==> src/rtl/multi_pulse_gen_pkg.sv <==
// Shared definitions for the multi-channel pulse generator.
//   state_e      : per-channel FSM state encoding (IDLE / HIGH / LOW)
//   MODE_CONT    : mode bit value for continuous (periodic) operation
//   MODE_ONESHOT : mode bit value for triggered one-shot operation
package multi_pulse_gen_pkg;

    typedef enum logic [1:0] {
        ST_IDLE = 2'd0,
        ST_HIGH = 2'd1,
        ST_LOW  = 2'd2
    } state_e;

    localparam logic MODE_CONT    = 1'b0;
    localparam logic MODE_ONESHOT = 1'b1;

endpackage

==> src/rtl/multi_pulse_gen_pulse_ch.sv <==
// One pulse channel: FSM, down-counter, configuration latch and trigger
// edge detector.
//   clk, rst_n          : clock and asynchronous active-low reset
//   enable              : run enable; low forces IDLE on the next edge
//   mode                : 0 = continuous, 1 = one-shot (sampled at start only)
//   trigger             : one-shot trigger, rising-edge sensitive
//   period, width       : configuration, latched at start / period boundary
//   pulse_out, busy     : registered pulse and activity status
//   done                : one-cycle strobe when a one-shot pulse completes
//   cfg_err             : sticky, set when a start sees period == 0
module pulse_ch
    import multi_pulse_gen_pkg::*;
#(
    parameter int CNT_W = 16
) (
    input  logic             clk,
    input  logic             rst_n,
    input  logic             enable,
    input  logic             mode,
    input  logic             trigger,
    input  logic [CNT_W-1:0] period,
    input  logic [CNT_W-1:0] width,
    output logic             pulse_out,
    output logic             busy,
    output logic             done,
    output logic             cfg_err
);

    localparam logic [CNT_W-1:0] CNT_ONE = CNT_W'(1);

    // A width longer than the period degenerates to a constant-high output.
    function automatic logic [CNT_W-1:0] clamp_width(input logic [CNT_W-1:0] p,
                                                     input logic [CNT_W-1:0] w);
        return (w > p) ? p : w;
    endfunction

    state_e           state_r;
    logic [CNT_W-1:0] cnt_r;
    logic [CNT_W-1:0] per_r;
    logic [CNT_W-1:0] wid_r;
    logic             mode_r;
    logic             trig_d_r;
    logic             pulse_r;
    logic             busy_r;
    logic             done_r;
    logic             err_r;

    logic             trig_edge_s;
    logic             start_req_s;
    logic             per_zero_s;
    logic             boundary_s;
    logic [CNT_W-1:0] clamp_s;
    state_e           ld_state_s;
    logic [CNT_W-1:0] ld_cnt_s;
    logic             ld_pulse_s;

    // Start/boundary decode and the state a fresh continuous period loads into.
    always_comb begin
        trig_edge_s = trigger & ~trig_d_r;
        start_req_s = enable && (state_r == ST_IDLE) && ((mode == MODE_CONT) || trig_edge_s);
        per_zero_s  = (period == '0);
        clamp_s     = clamp_width(period, width);
        // A period ends when LOW expires, or when HIGH expires with no LOW phase.
        boundary_s  = (cnt_r == '0) &&
                      ((state_r == ST_LOW) ||
                       ((state_r == ST_HIGH) && (mode_r == MODE_CONT) && (per_r == wid_r)));
        ld_state_s  = ST_IDLE;
        ld_cnt_s    = '0;
        ld_pulse_s  = 1'b0;
        if (per_zero_s) begin
            ld_state_s = ST_IDLE;
            ld_cnt_s   = '0;
            ld_pulse_s = 1'b0;
        end else if (clamp_s != '0) begin
            ld_state_s = ST_HIGH;
            ld_cnt_s   = clamp_s - CNT_ONE;
            ld_pulse_s = 1'b1;
        end else begin
            // Zero width: skip HIGH and spend the whole period in LOW.
            ld_state_s = ST_LOW;
            ld_cnt_s   = period - CNT_ONE;
            ld_pulse_s = 1'b0;
        end
    end

    // Channel FSM with registered outputs; cnt_r holds remaining cycles minus one.
    always_ff @(posedge clk or negedge rst_n) begin
        if (!rst_n) begin
            state_r  <= ST_IDLE;
            cnt_r    <= '0;
            per_r    <= '0;
            wid_r    <= '0;
            mode_r   <= MODE_CONT;
            trig_d_r <= 1'b0;
            pulse_r  <= 1'b0;
            busy_r   <= 1'b0;
            done_r   <= 1'b0;
            err_r    <= 1'b0;
        end else begin
            trig_d_r <= trigger;
            done_r   <= 1'b0;
            if (!enable) begin
                state_r <= ST_IDLE;
                cnt_r   <= '0;
                pulse_r <= 1'b0;
                busy_r  <= 1'b0;
            end else if (boundary_s) begin
                // Continuous re-latch: configuration changes apply from here.
                state_r <= ld_state_s;
                cnt_r   <= ld_cnt_s;
                pulse_r <= ld_pulse_s;
                busy_r  <= (ld_state_s != ST_IDLE);
                per_r   <= period;
                wid_r   <= clamp_s;
                if (per_zero_s) begin
                    err_r <= 1'b1;
                end else begin
                    err_r <= err_r;
                end
            end else begin
                case (state_r)
                    ST_IDLE: begin
                        if (start_req_s && per_zero_s) begin
                            err_r <= 1'b1;
                        end else if (start_req_s) begin
                            err_r  <= 1'b0;
                            mode_r <= mode;
                            per_r  <= period;
                            if (mode == MODE_CONT) begin
                                wid_r   <= clamp_s;
                                state_r <= ld_state_s;
                                cnt_r   <= ld_cnt_s;
                                pulse_r <= ld_pulse_s;
                                busy_r  <= 1'b1;
                            end else if (width == '0) begin
                                // Zero-length one-shot: report completion only.
                                wid_r  <= width;
                                done_r <= 1'b1;
                            end else begin
                                wid_r   <= width;
                                state_r <= ST_HIGH;
                                cnt_r   <= width - CNT_ONE;
                                pulse_r <= 1'b1;
                                busy_r  <= 1'b1;
                            end
                        end else begin
                            state_r <= ST_IDLE;
                        end
                    end
                    ST_HIGH: begin
                        if (cnt_r != '0) begin
                            cnt_r <= cnt_r - CNT_ONE;
                        end else if (mode_r == MODE_ONESHOT) begin
                            state_r <= ST_IDLE;
                            pulse_r <= 1'b0;
                            busy_r  <= 1'b0;
                            done_r  <= 1'b1;
                        end else begin
                            // per_r > wid_r here; equality is handled as a boundary.
                            state_r <= ST_LOW;
                            cnt_r   <= per_r - wid_r - CNT_ONE;
                            pulse_r <= 1'b0;
                        end
                    end
                    ST_LOW: begin
                        if (cnt_r != '0) begin
                            cnt_r <= cnt_r - CNT_ONE;
                        end else begin
                            cnt_r <= '0;
                        end
                    end
                    default: begin
                        state_r <= ST_IDLE;
                        cnt_r   <= '0;
                        pulse_r <= 1'b0;
                        busy_r  <= 1'b0;
                    end
                endcase
            end
        end
    end

    assign pulse_out = pulse_r;
    assign busy      = busy_r;
    assign done      = done_r;
    assign cfg_err   = err_r;

endmodule

==> src/rtl/multi_pulse_gen.sv <==
// N-channel programmable pulse generator running on the 2x system clock.
//   sys_clk, sys_rst_n : clock and asynchronous active-low reset
//   enable/mode/trigger: per-channel control bits (NUM_CH wide)
//   period/width       : packed per-channel configuration, channel i at [i*CNT_W +: CNT_W]
//   pulse_out/busy/done/cfg_err : per-channel registered status and outputs
module multi_pulse_gen
    import multi_pulse_gen_pkg::*;
#(
    parameter int NUM_CH = 4,
    parameter int CNT_W  = 16
) (
    input  logic                    sys_clk,
    input  logic                    sys_rst_n,
    input  logic [NUM_CH-1:0]       enable,
    input  logic [NUM_CH-1:0]       mode,
    input  logic [NUM_CH-1:0]       trigger,
    input  logic [NUM_CH*CNT_W-1:0] period,
    input  logic [NUM_CH*CNT_W-1:0] width,
    output logic [NUM_CH-1:0]       pulse_out,
    output logic [NUM_CH-1:0]       busy,
    output logic [NUM_CH-1:0]       done,
    output logic [NUM_CH-1:0]       cfg_err
);

    for (genvar i = 0; i < NUM_CH; i++) begin : g_ch
        pulse_ch #(
            .CNT_W (CNT_W)
        ) u_ch (
            .clk       (sys_clk),
            .rst_n     (sys_rst_n),
            .enable    (enable[i]),
            .mode      (mode[i]),
            .trigger   (trigger[i]),
            .period    (period[i*CNT_W +: CNT_W]),
            .width     (width[i*CNT_W +: CNT_W]),
            .pulse_out (pulse_out[i]),
            .busy      (busy[i]),
            .done      (done[i]),
            .cfg_err   (cfg_err[i])
        );
    end

endmodule

==> config.mk <==
export PLATFORM = sky130hd
export DESIGN_NAME = multi_pulse_gen
export DESIGN_NICKNAME = d
export VERILOG_FILES = /design/src/rtl/multi_pulse_gen_pkg.sv /design/src/rtl/multi_pulse_gen_pulse_ch.sv /design/src/rtl/multi_pulse_gen.sv
export SDC_FILE = /design/constraint.sdc
export NUM_CORES = 1
export LEC_CHECK = 0
export CAP_MARGIN = 20
export CORE_UTILIZATION = 45
export CTS_CLUSTER_SIZE = 10
export DETAILED_ROUTE_END_ITERATION = 8
export MAX_ROUTING_LAYER = met4
export PLACE_DENSITY = 0.69
export SYNTH_ARGS = -nofsm -noshare
export SYNTH_HDL_FRONTEND = slang
export SYNTH_SLANG_ARGS = --single-unit
==> constraint.sdc <==
create_clock -name sys_clk -period 4 [get_ports sys_clk]
set_clock_uncertainty 0.05 [all_clocks]
set_input_delay 0.8 -clock sys_clk [delete_from_list [all_inputs] [get_ports sys_clk]]
set_output_delay 0.8 -clock sys_clk [all_outputs]
set_load 0.005 [all_outputs]
==> out/results.txt, run 1 <==
The run finished, with violations left. The final reports fail on DRC. Counting instances in the post-synthesis netlist gives the leading cell types as nand2_1, o21ai_0, nor2_1.

The count of endpoints failing hold in the final timing report was 0; the setup-violating endpoint count in the final report was 0. The via count of the first global-routing pass was 23,056; the worst-case register-to-register setup slack was 0.22 ns. The repair_antennas step left the layout with diodes totalling 0. From bottom edge to top edge, the die measures 218.7 um.

The starting density of the core is 0.4549. Worst min-delay path class: in -> async. The total power per unit cell area was 644.0 nW/um^2; the largest net degree at the start of global routing was 81. The first detailed-routing pass took 9 iterations. The biggest area contributor in the post-synthesis netlist is dfrtp_1. Synthesis instantiated 88 different standard cells from the library.

Summing internal, switching and leakage power gives 17.96 mW. Traced cell by cell, the critical path runs through clkdlybuf4s50_1 > ha_4 > a21oi_1 > a21oi_1 > o21ai_1 > a21o_1 > nand2_4 > a22oi_2 > ha_2 > nand2_1 > a211oi_2 > a31oi_1 > a2111o_1 > xnor2_1 > or3_1 > a21oi_2. Counting every instance in the synthesized netlist gives 2,827.

The share of final-layout standard cells stronger than drive strength 1 is 0.1902, and the global-route congestion overflow total is 0. The placer congestion estimate was 1.028; the number of enable flip-flop cells after synthesis was 0. The first global-routing pass estimated 125.2 mm of wire. The fraction of power spent switching nets came out at 0.4678. The maximum ir drop on the vdd rail came out at 597.6 uV.

Ranked by total cell area, the synthesized netlist is headed by dfrtp_1, ha_1, o21ai_0. The average wire per cell in the routed design is 20.27 um, and the number of hold buffers added after cts is 0. The required time of the critical path is 4.45 ns, and the top-area cell type share of the netlist area is 0.2653. Counting flops and latches in the post-synthesis netlist gives 224. The run gives 12.71 nW as the standby leakage power. The number of port buffers was 157; the total cell area at the placement stage was 26,350 um^2. The logs give 0.3399 for the total routing resource utilization after global routing and 2,063 for the violation count after the first detailed-route iteration.

The worst setup slack before clock tree synthesis was -0.6952 ns; the combinational share of power was 0.615. The largest single stage delay on the critical path is 0.53 ns. From left edge to right edge, the die measures 218.7 um. Summing every instance area after synthesis gives 21,130 um^2. Along the worst path, the maximum fanout reaches 5.

The run gives 0.59 ns as the clock insertion delay at the later pin of the skew report. The HPWL after detailed placement is 62.66 mm. The share of the cycle needed by the critical path after routing was 0.9767; the core region area was 46,460 um^2. The worst setup path is of the in -> reg kind. The floorplan die area was 47,830 um^2; the total clock buffers created by CTS was 30. The category of the worst setup path capture point was a flip-flop. TritonCTS built the clock tree.

In the post-synthesis netlist, the cell with the most instances is nand2_1. The dominant register cell in the synthesized netlist is dfrtp_1. The transition time at the pin with the least slew margin is 0.9651 ns. The initial antenna violation count came out at 0.

The average size of a mapped cell is 7.475 um^2, and the count of nets after finishing is 3,595. The tools report the CTS root buffer as clkbuf_16. The run gives 27,880 um^2 as the finished layout cell area. The clock network fraction of design power was 0.153; the number of placement rows was 79.

Cell with the most instances on the worst path: a21oi_1. The sequential element share of the synthesized area is 0.2653, and the internal power contribution is 9.558 mW. Via count: 23,506. The run gives 3 as the number of buffers on the longest clock path. For this run, the top clock speed supported by timing is 0.2560 GHz. For this design the top-level I/O count stands at 158.

In this run the power spent charging and discharging nets is 8.400 mW. For the relative slew slack, the log shows 0.3566. The Yosys step of the flow raised 0 warnings. The slowest stage of the critical path is the clkdlybuf4s50_1 cell. Across the run, the number of max-cap violations was 0.

On the final layout, the worst hold slack is 0.1786 ns. The run gives 0 as the number of slew-limit violations in the final report. The detail route stage leaves a number of antenna-violating nets equal to 0.

The net count after synthesis is 3,109, and the post-synthesis to final-layout area growth is 31.96%. The logs give 1 for the number of H-tree branching levels and 4.35 ns for the worst path arrival time. Clock-pin slew was measured on the worst setup and hold paths at 0.06 ns.

Setup slack closes at 0.09326 ns. The run gives 224 as the number of sinks on the clock net. Wires add up to 79.86 mm.

The fraction of power consumed by sequential logic is 0.232. After detailed routing, the number of remaining DRC violations is 14. STA classifies the critical path startpoint as an input port.

Using the TritonRoute via totals, the vias-per-cell ratio works out to 5.966. The worst path needs 3.907 ns of the cycle, external delays included. Async set or reset register ratio after synthesis: 1.000.
## cell families after synthesis
family	after synthesis	synth area share
simple gates	1002	0.2246
buf+inv	322	0.06140
flops	224	0.2653
xor+xnor	170	0.07046
compound gates	929	0.2746
mux	40	0.01936
fa+ha+maj	140	0.08432
## repair_timing
action                                  4_1_cts  5_1_grt
buffers inserted                              5        6
endpoints found under the setup margin        4       26
gates resized for setup                      26       89
pin swaps                                    17       33
## layer usage
layer / GRT usage / routed length [um] / vias to the layer above
li1: - / - / 11205
met1: 0.4445 / 34750 / 11232
met2: 0.5539 / 37680 / 904
met3: 0.02909 / 4798 / 165
met4: 0.1102 / 2626 / 0
met5: - / 0 / -
## layout by cell type (no fill, tap or decap), types with 33 or more instances in the layout
cell               n
buf_4            440
nand2_1          329
o21ai_0          271
nor2_1           260
a21oi_1          243
dfrtp_1          224
inv_1            150
ha_1             112
clkdlybuf4s50_1  108
xnor2_1          106
nor3_1            92
xor2_1            62
a21o_1            44
nand3_1           44
a22oi_1           43
nor4_1            42
dlymetal6s2s_1    38
nand4_1           37
or3_1             37
o22ai_1           36
mux2i_1           33
## cell type report
type / count / area, um^2
flip-flops and latches: 224 / 5605
repair buffers: 603 / 5075
inverters: 173 / 654.4
fillers: 4291 / 18570
well taps: 607 / 759.5
clock buffers: 45 / 878.3
multi-input cells: 2281 / 14800
clock inverters: 7 / 113.9
## registers in the layout, summed over array words and instances (netlist names), 8 cells and up
name and cells:
g_ch.u_ch.cnt_r 64, g_ch.u_ch.per_r 64, g_ch.u_ch.wid_r 64, g_ch.u_ch.state_r 8
## per-stage QoR
step | std cells | util | TNS, ns
detailed placement | 3878 | 0.5671 | -17.27
global placement | 3878 | 0.5671 | -13.26
finish | 3940 | 0.6002 | 0
CTS | 3934 | 0.5913 | 0
floorplan | 2827 | - | -0.07709
global route | 3940 | 0.6002 | -0.07279
## worst paths after layout
kind,cells past startpoint,start,endpoint
worst max-delay path,16,width[51],g_ch[3].u_ch.cnt_r[6]$_DFFE_PN0P_
worst min-delay path,1,sys_rst_n,g_ch[1].u_ch.per_r[0]$_DFFE_PN0P_
worst max register to register,13,g_ch[2].u_ch.wid_r[1]$_DFFE_PN0P_,g_ch[2].u_ch.cnt_r[15]$_DFFE_PN0P_
worst min register to register,2,g_ch[0].u_ch.wid_r[7]$_DFFE_PN0P_,g_ch[0].u_ch.wid_r[7]$_DFFE_PN0P_
max in group asynchronous,2,sys_rst_n,g_ch[0].u_ch.cnt_r[13]$_DFFE_PN0P_
min in group sys_clk,2,g_ch[0].u_ch.wid_r[7]$_DFFE_PN0P_,g_ch[0].u_ch.wid_r[7]$_DFFE_PN0P_
## worst max-delay path, delay by kind of cell
family / cells / cell delay [ns]
simple gates: 3 / 0.54
xor+xnor: 1 / 0.17
fa+ha+maj: 2 / 0.44
compound gates: 9 / 1.86
buf+inv: 1 / 0.53
## power by group through the flow
stage | registers, mW | clock network (mW) | logic [mW]
5_1_grt | 4.29 | 2.89 | 12.1
3_5_place_dp | 4.17 | 0 | 10.8
3_3_place_gp | 4.14 | 0 | 10.6
2_1_floorplan | 3.84 | 0 | 7.45
6_report | 4.16 | 2.76 | 11.0
4_1_cts | 4.15 | 2.82 | 10.8
(Power assumes the default switching activity.)
==> inputs of run 2 (changes only) <==
--- a/config.mk
+++ b/config.mk
@@ -6,11 +6,11 @@
 export NUM_CORES = 1
 export LEC_CHECK = 0
 export CAP_MARGIN = 20
-export CORE_UTILIZATION = 45
+export CORE_UTILIZATION = 30
 export CTS_CLUSTER_SIZE = 10
 export DETAILED_ROUTE_END_ITERATION = 8
 export MAX_ROUTING_LAYER = met4
-export PLACE_DENSITY = 0.69
+export PLACE_DENSITY = 0.51
 export SYNTH_ARGS = -nofsm -noshare
 export SYNTH_HDL_FRONTEND = slang
 export SYNTH_SLANG_ARGS = --single-unit
==> run 2 against run 1 <==
Against the previous run:
- register-to-register slack better by 0.13 ns
- via count decreased by 0.72%
- final area is 1.7% higher
- highest routed layer unchanged
- the flow now finishes without violations
- non-clock buffer count shrank 13
- global-route usage shrank 10 points
==> out/results.txt, run 2 (synthesis gave the netlist of run 1 again) <==
The initial antenna violation count came out at 0 (unchanged). Cell with the most instances on the worst path: nor4_4 (was a21oi_1). The maximum ir drop on the vdd rail was 433.3 uV (was 597.6 uV).

Post-route minimum period: 3.874 ns (was 3.907 ns). Regs by FF count: g_ch.u_ch.cnt_r (64), g_ch.u_ch.per_r (64), g_ch.u_ch.wid_r (64) (unchanged). The tools report the core region area as 69,190 um^2 (was 46,460 um^2). The cell with the biggest individual delay on the critical path is a2111o_1 (was clkdlybuf4s50_1). The number of port buffers works out to 157 (unchanged). The share of the cycle needed by the critical path after routing works out to 0.9684 (was 0.9767). Launch point of the critical path: width[52] (was width[51]).

The total placed cells including tap cells is 4,192 (was 3,878). Share of final-layout standard cells stronger than drive strength 1: 0.1854 (was 0.1902). For the required time of the critical path, the log shows 4.43 ns (was 4.45 ns). The maximum fanout count along the critical path was 4 (was 5).

The run finished with clean final reports. The number of placement rows was 96 (was 79); the fraction of met1 tracks used by global routing was 0.3137 (was 0.4445). The flip-flop and latch area was 5605 um^2 (unchanged); the detailed-route wire length was 85.17 mm (was 79.86 mm).

Most frequent cells in the layout: buf_4, nand2_1, o21ai_0 (unchanged). The total power per unit cell area works out to 640.7 nW/um^2 (was 644.0 nW/um^2). The run gives 0 (unchanged) as the number of slew-limit violations in the final report.

Largest net degree at the start of global routing: 90 (was 81). The fraction of met2 tracks used by global routing was 0.3939 (was 0.5539); the max-cap check violation count was 0 (unchanged). The run gives 1,799 (was 2,063) as the violation count after the first detailed-route iteration. The number of hold buffers added after cts is 0 (unchanged). The startpoint type of the worst setup path was an input port (unchanged). The tools report the CTS root buffer as clkbuf_16 (unchanged). Global-route congestion overflow total: 0 (unchanged).

Setup repair after global routing could not meet its margin everywhere. The number of cells in the finished layout apart from fillers is 4,254 (was 3,940). TritonCTS built the clock tree.

Footprint of the multi-input gates: 14,740 um^2 (was 14,800 um^2). The switching power total was 8.449 mW (was 8.400 mW). The internal power contribution was 9.724 mW (was 9.558 mW); the total half-perimeter wirelength after legalization and detailed placement was 67.41 mm (was 62.66 mm). The tools report the number of sinks on the clock net as 224 (unchanged). The run gives 0 (unchanged) as the count of endpoints failing hold in the final timing report. The placer congestion estimate is 0.9768 (was 1.028).

Highest-utilization routing layer at the global route stage: met2 (unchanged). The largest stage delay on the critical path is 0.46 ns (was 0.53 ns). The most common cell after layout, fill and taps aside is buf_4 (unchanged).

The tools report the clock insertion delay at the later pin of the skew report as 0.60 ns (was 0.59 ns). The residual DRC count is 0 (was 14), and the number of H-tree branching levels is 1 (unchanged). The fraction of power spent switching nets is 0.4649 (was 0.4678), and the clock network fraction of design power is 0.166 (was 0.153). Critical path cell sequence: clkdlybuf4s50_1 > ha_1 > nand4_1 > buf_4 > nor4_4 > a21o_1 > nand2_4 > a22oi_2 > ha_2 > nand2_1 > a211oi_2 > a31oi_2 > a2111o_1 > buf_6 > nor4_4 > mux2i_1 > o211ai_1 (was clkdlybuf4s50_1 > ha_4 > a21oi_1 > a21oi_1 > o21ai_1 > a21o_1 > nand2_4 > a22oi_2 > ha_2 > nand2_1 > a211oi_2 > a31oi_1 > a2111o_1 > xnor2_1 > or3_1 > a21oi_2). The via count was 23,337 (was 23,506); the total routing resource utilization after global routing was 0.2392 (was 0.3399). Start of the worst register-to-register path: g_ch[1].u_ch.cnt_r[0]$_DFFE_PN0P_ (was g_ch[2].u_ch.wid_r[1]$_DFFE_PN0P_). The via density per instance is 5.486 (was 5.966).

The tools report the highest attainable clock frequency as 0.2582 GHz (was 0.2560 GHz). The total negative slack for setup checks was 0 ns (unchanged); the chip width was 267.4 um (was 218.7 um). The first-pass GRT wire length was 131.4 mm (was 125.2 mm); the setup-violating endpoint count in the final report was 0 (unchanged). For the detailed-router iteration count before antenna repair, the log shows 6 (was 9). The post-synthesis to final-layout area growth was 34.22% (was 31.96%). The average wire per cell in the routed design is 20.02 um (was 20.27 um). The tools report the category of the worst setup path capture point as a flip-flop (unchanged). Worst min-delay path class: in -> async (unchanged).

The number of buffers on the longest clock path came out at 3 (unchanged). The run gives 4.31 ns (was 4.35 ns) as the worst path arrival time. The clock transition at the register clock pins on the worst setup and hold paths after CTS is 0.06 ns (about the same), and the final-layout fill cell count is 7,186 (was 4,291). The tools report the combinational share of power as 0.606 (was 0.615). The standby leakage power came out at 12.81 nW (was 12.71 nW). Fraction of power consumed by sequential logic: 0.228 (was 0.232). The number of nets with antenna violations after routing was 0 (unchanged); the transition time at the pin with the least slew margin was 0.8302 ns (was 0.9651 ns). The logs give 158 (unchanged) for the top-level port count and 22,808 (was 23,056) for the via count of the first global-routing pass. The tools report the number of antenna repair diodes as 0 (unchanged). The met3 global-route usage is 0.02078 (was 0.02909). The type of the worst setup path is in -> reg (unchanged). The total clock buffers created by CTS is 31 (was 30), and the starting density of the core is 0.3054 (was 0.4549).

The height of the die is 267.4 um (was 218.7 um), and the count of nets after finishing is 3,583 (was 3,595). The floorplan die area came out at 71,500 um^2 (was 47,830 um^2). The relative slew slack was 0.4465 (was 0.3566).
run 2: changes by cell type in the layout (fill, tap and decap cells not counted), sizes merged, moves of 2 or more:
| cell | before | now |
|---|---|---|
| clkinv | 4 | 2 |
| dlymetal6s2s | 38 | 45 |
| buf | 447 | 434 |
| clkdlybuf4s50 | 108 | 111 |
| dlygate4sd2 | 9 | 0 |
| clkbuf | 45 | 48 |
run 2: timing repair:
item | in CTS | in global routing
setup buffers | 1 | 5
hold endpoints to repair | 0 | 0
pin swaps | 4 | 37
resized for setup | 4 | 99
setup endpoints to repair | 10 | 24
cloned | 0 | 1
run 2: power groups by stage:
stage	Sequential [mW]	Clock (mW)	Combinational, mW
after detailed placement	4.19	0	10.7
after floorplan	3.84	0	7.45
after global routing	4.29	3.16	12.2
final	4.15	3.01	11.0
after global placement	4.14	0	10.7
after CTS	4.15	3.09	10.8
run 2: area by class of cell:
cell class | count | share of cell area
Clock buffer | 48 | 0.03383
Clock inverter | 7 | 0.004852
Inverter | 173 | 0.02307
Multi-Input combinational cell | 2281 | 0.5197
Sequential cell | 224 | 0.1976
Tap cell | 931 | 0.04107
Timing Repair Buffer | 590 | 0.1799
run 2: worst paths after layout:
| check | end | slack [ns] | cells after the start |
|---|---|---|---|
| worst min register to register | g_ch[1].u_ch.wid_r[11]$_DFFE_PN0P_ | 0.43 | 2 |
| min in group sys_clk | g_ch[1].u_ch.wid_r[11]$_DFFE_PN0P_ | 0.43 | 2 |
| max in group asynchronous | g_ch[0].u_ch.per_r[15]$_DFFE_PN0P_ | 2.84 | 2 |
| worst min-delay path | g_ch[2].u_ch.state_r[0]$_DFFE_PN0P_ | 0.16 | 1 |
| worst max register to register | g_ch[1].u_ch.cnt_r[3]$_DFFE_PN0P_ | 0.35 | 12 |
| worst max-delay path | g_ch[3].u_ch.cnt_r[14]$_DFFE_PN0P_ | 0.13 | 17 |
run 2: stage by stage:
stage / setup slack, ns / hold WS [ns] / total power [mW] / area [um^2] / util
floorplan: -0.07709 / 0.3984 / 11.29 / 21320 / -
global placement: -0.9606 / 0.4135 / 14.83 / 26780 / 0.3870
detailed placement: -0.8638 / 0.4186 / 14.94 / 26780 / 0.3870
CTS: 0.01076 / 0.1973 / 18.08 / 27900 / 0.4033
global route: -0.02353 / 0.2189 / 19.61 / 28360 / 0.4100
finish: 0.1265 / 0.1632 / 18.17 / 28360 / 0.4100
run 2: per-layer routing:
metal / wire [um] / share of wire / vias to the layer above
li1: - / - / 11197
met1: 37960 / 0.45 / 11254
met2: 40200 / 0.47 / 751
met3: 4497 / 0.053 / 135
met4: 2508 / 0.029 / 0
met5: 0 / 0 / -
run 2: critical path, delay by kind of cell:
family,cells,cell delay [ns]
AO/OA/AOI/OAI,6,1.27
adder cells (fa/ha/maj),2,0.49
buffers and inverters,3,0.77
multiplexers,1,0.22
AND/OR/NAND/NOR,5,0.76
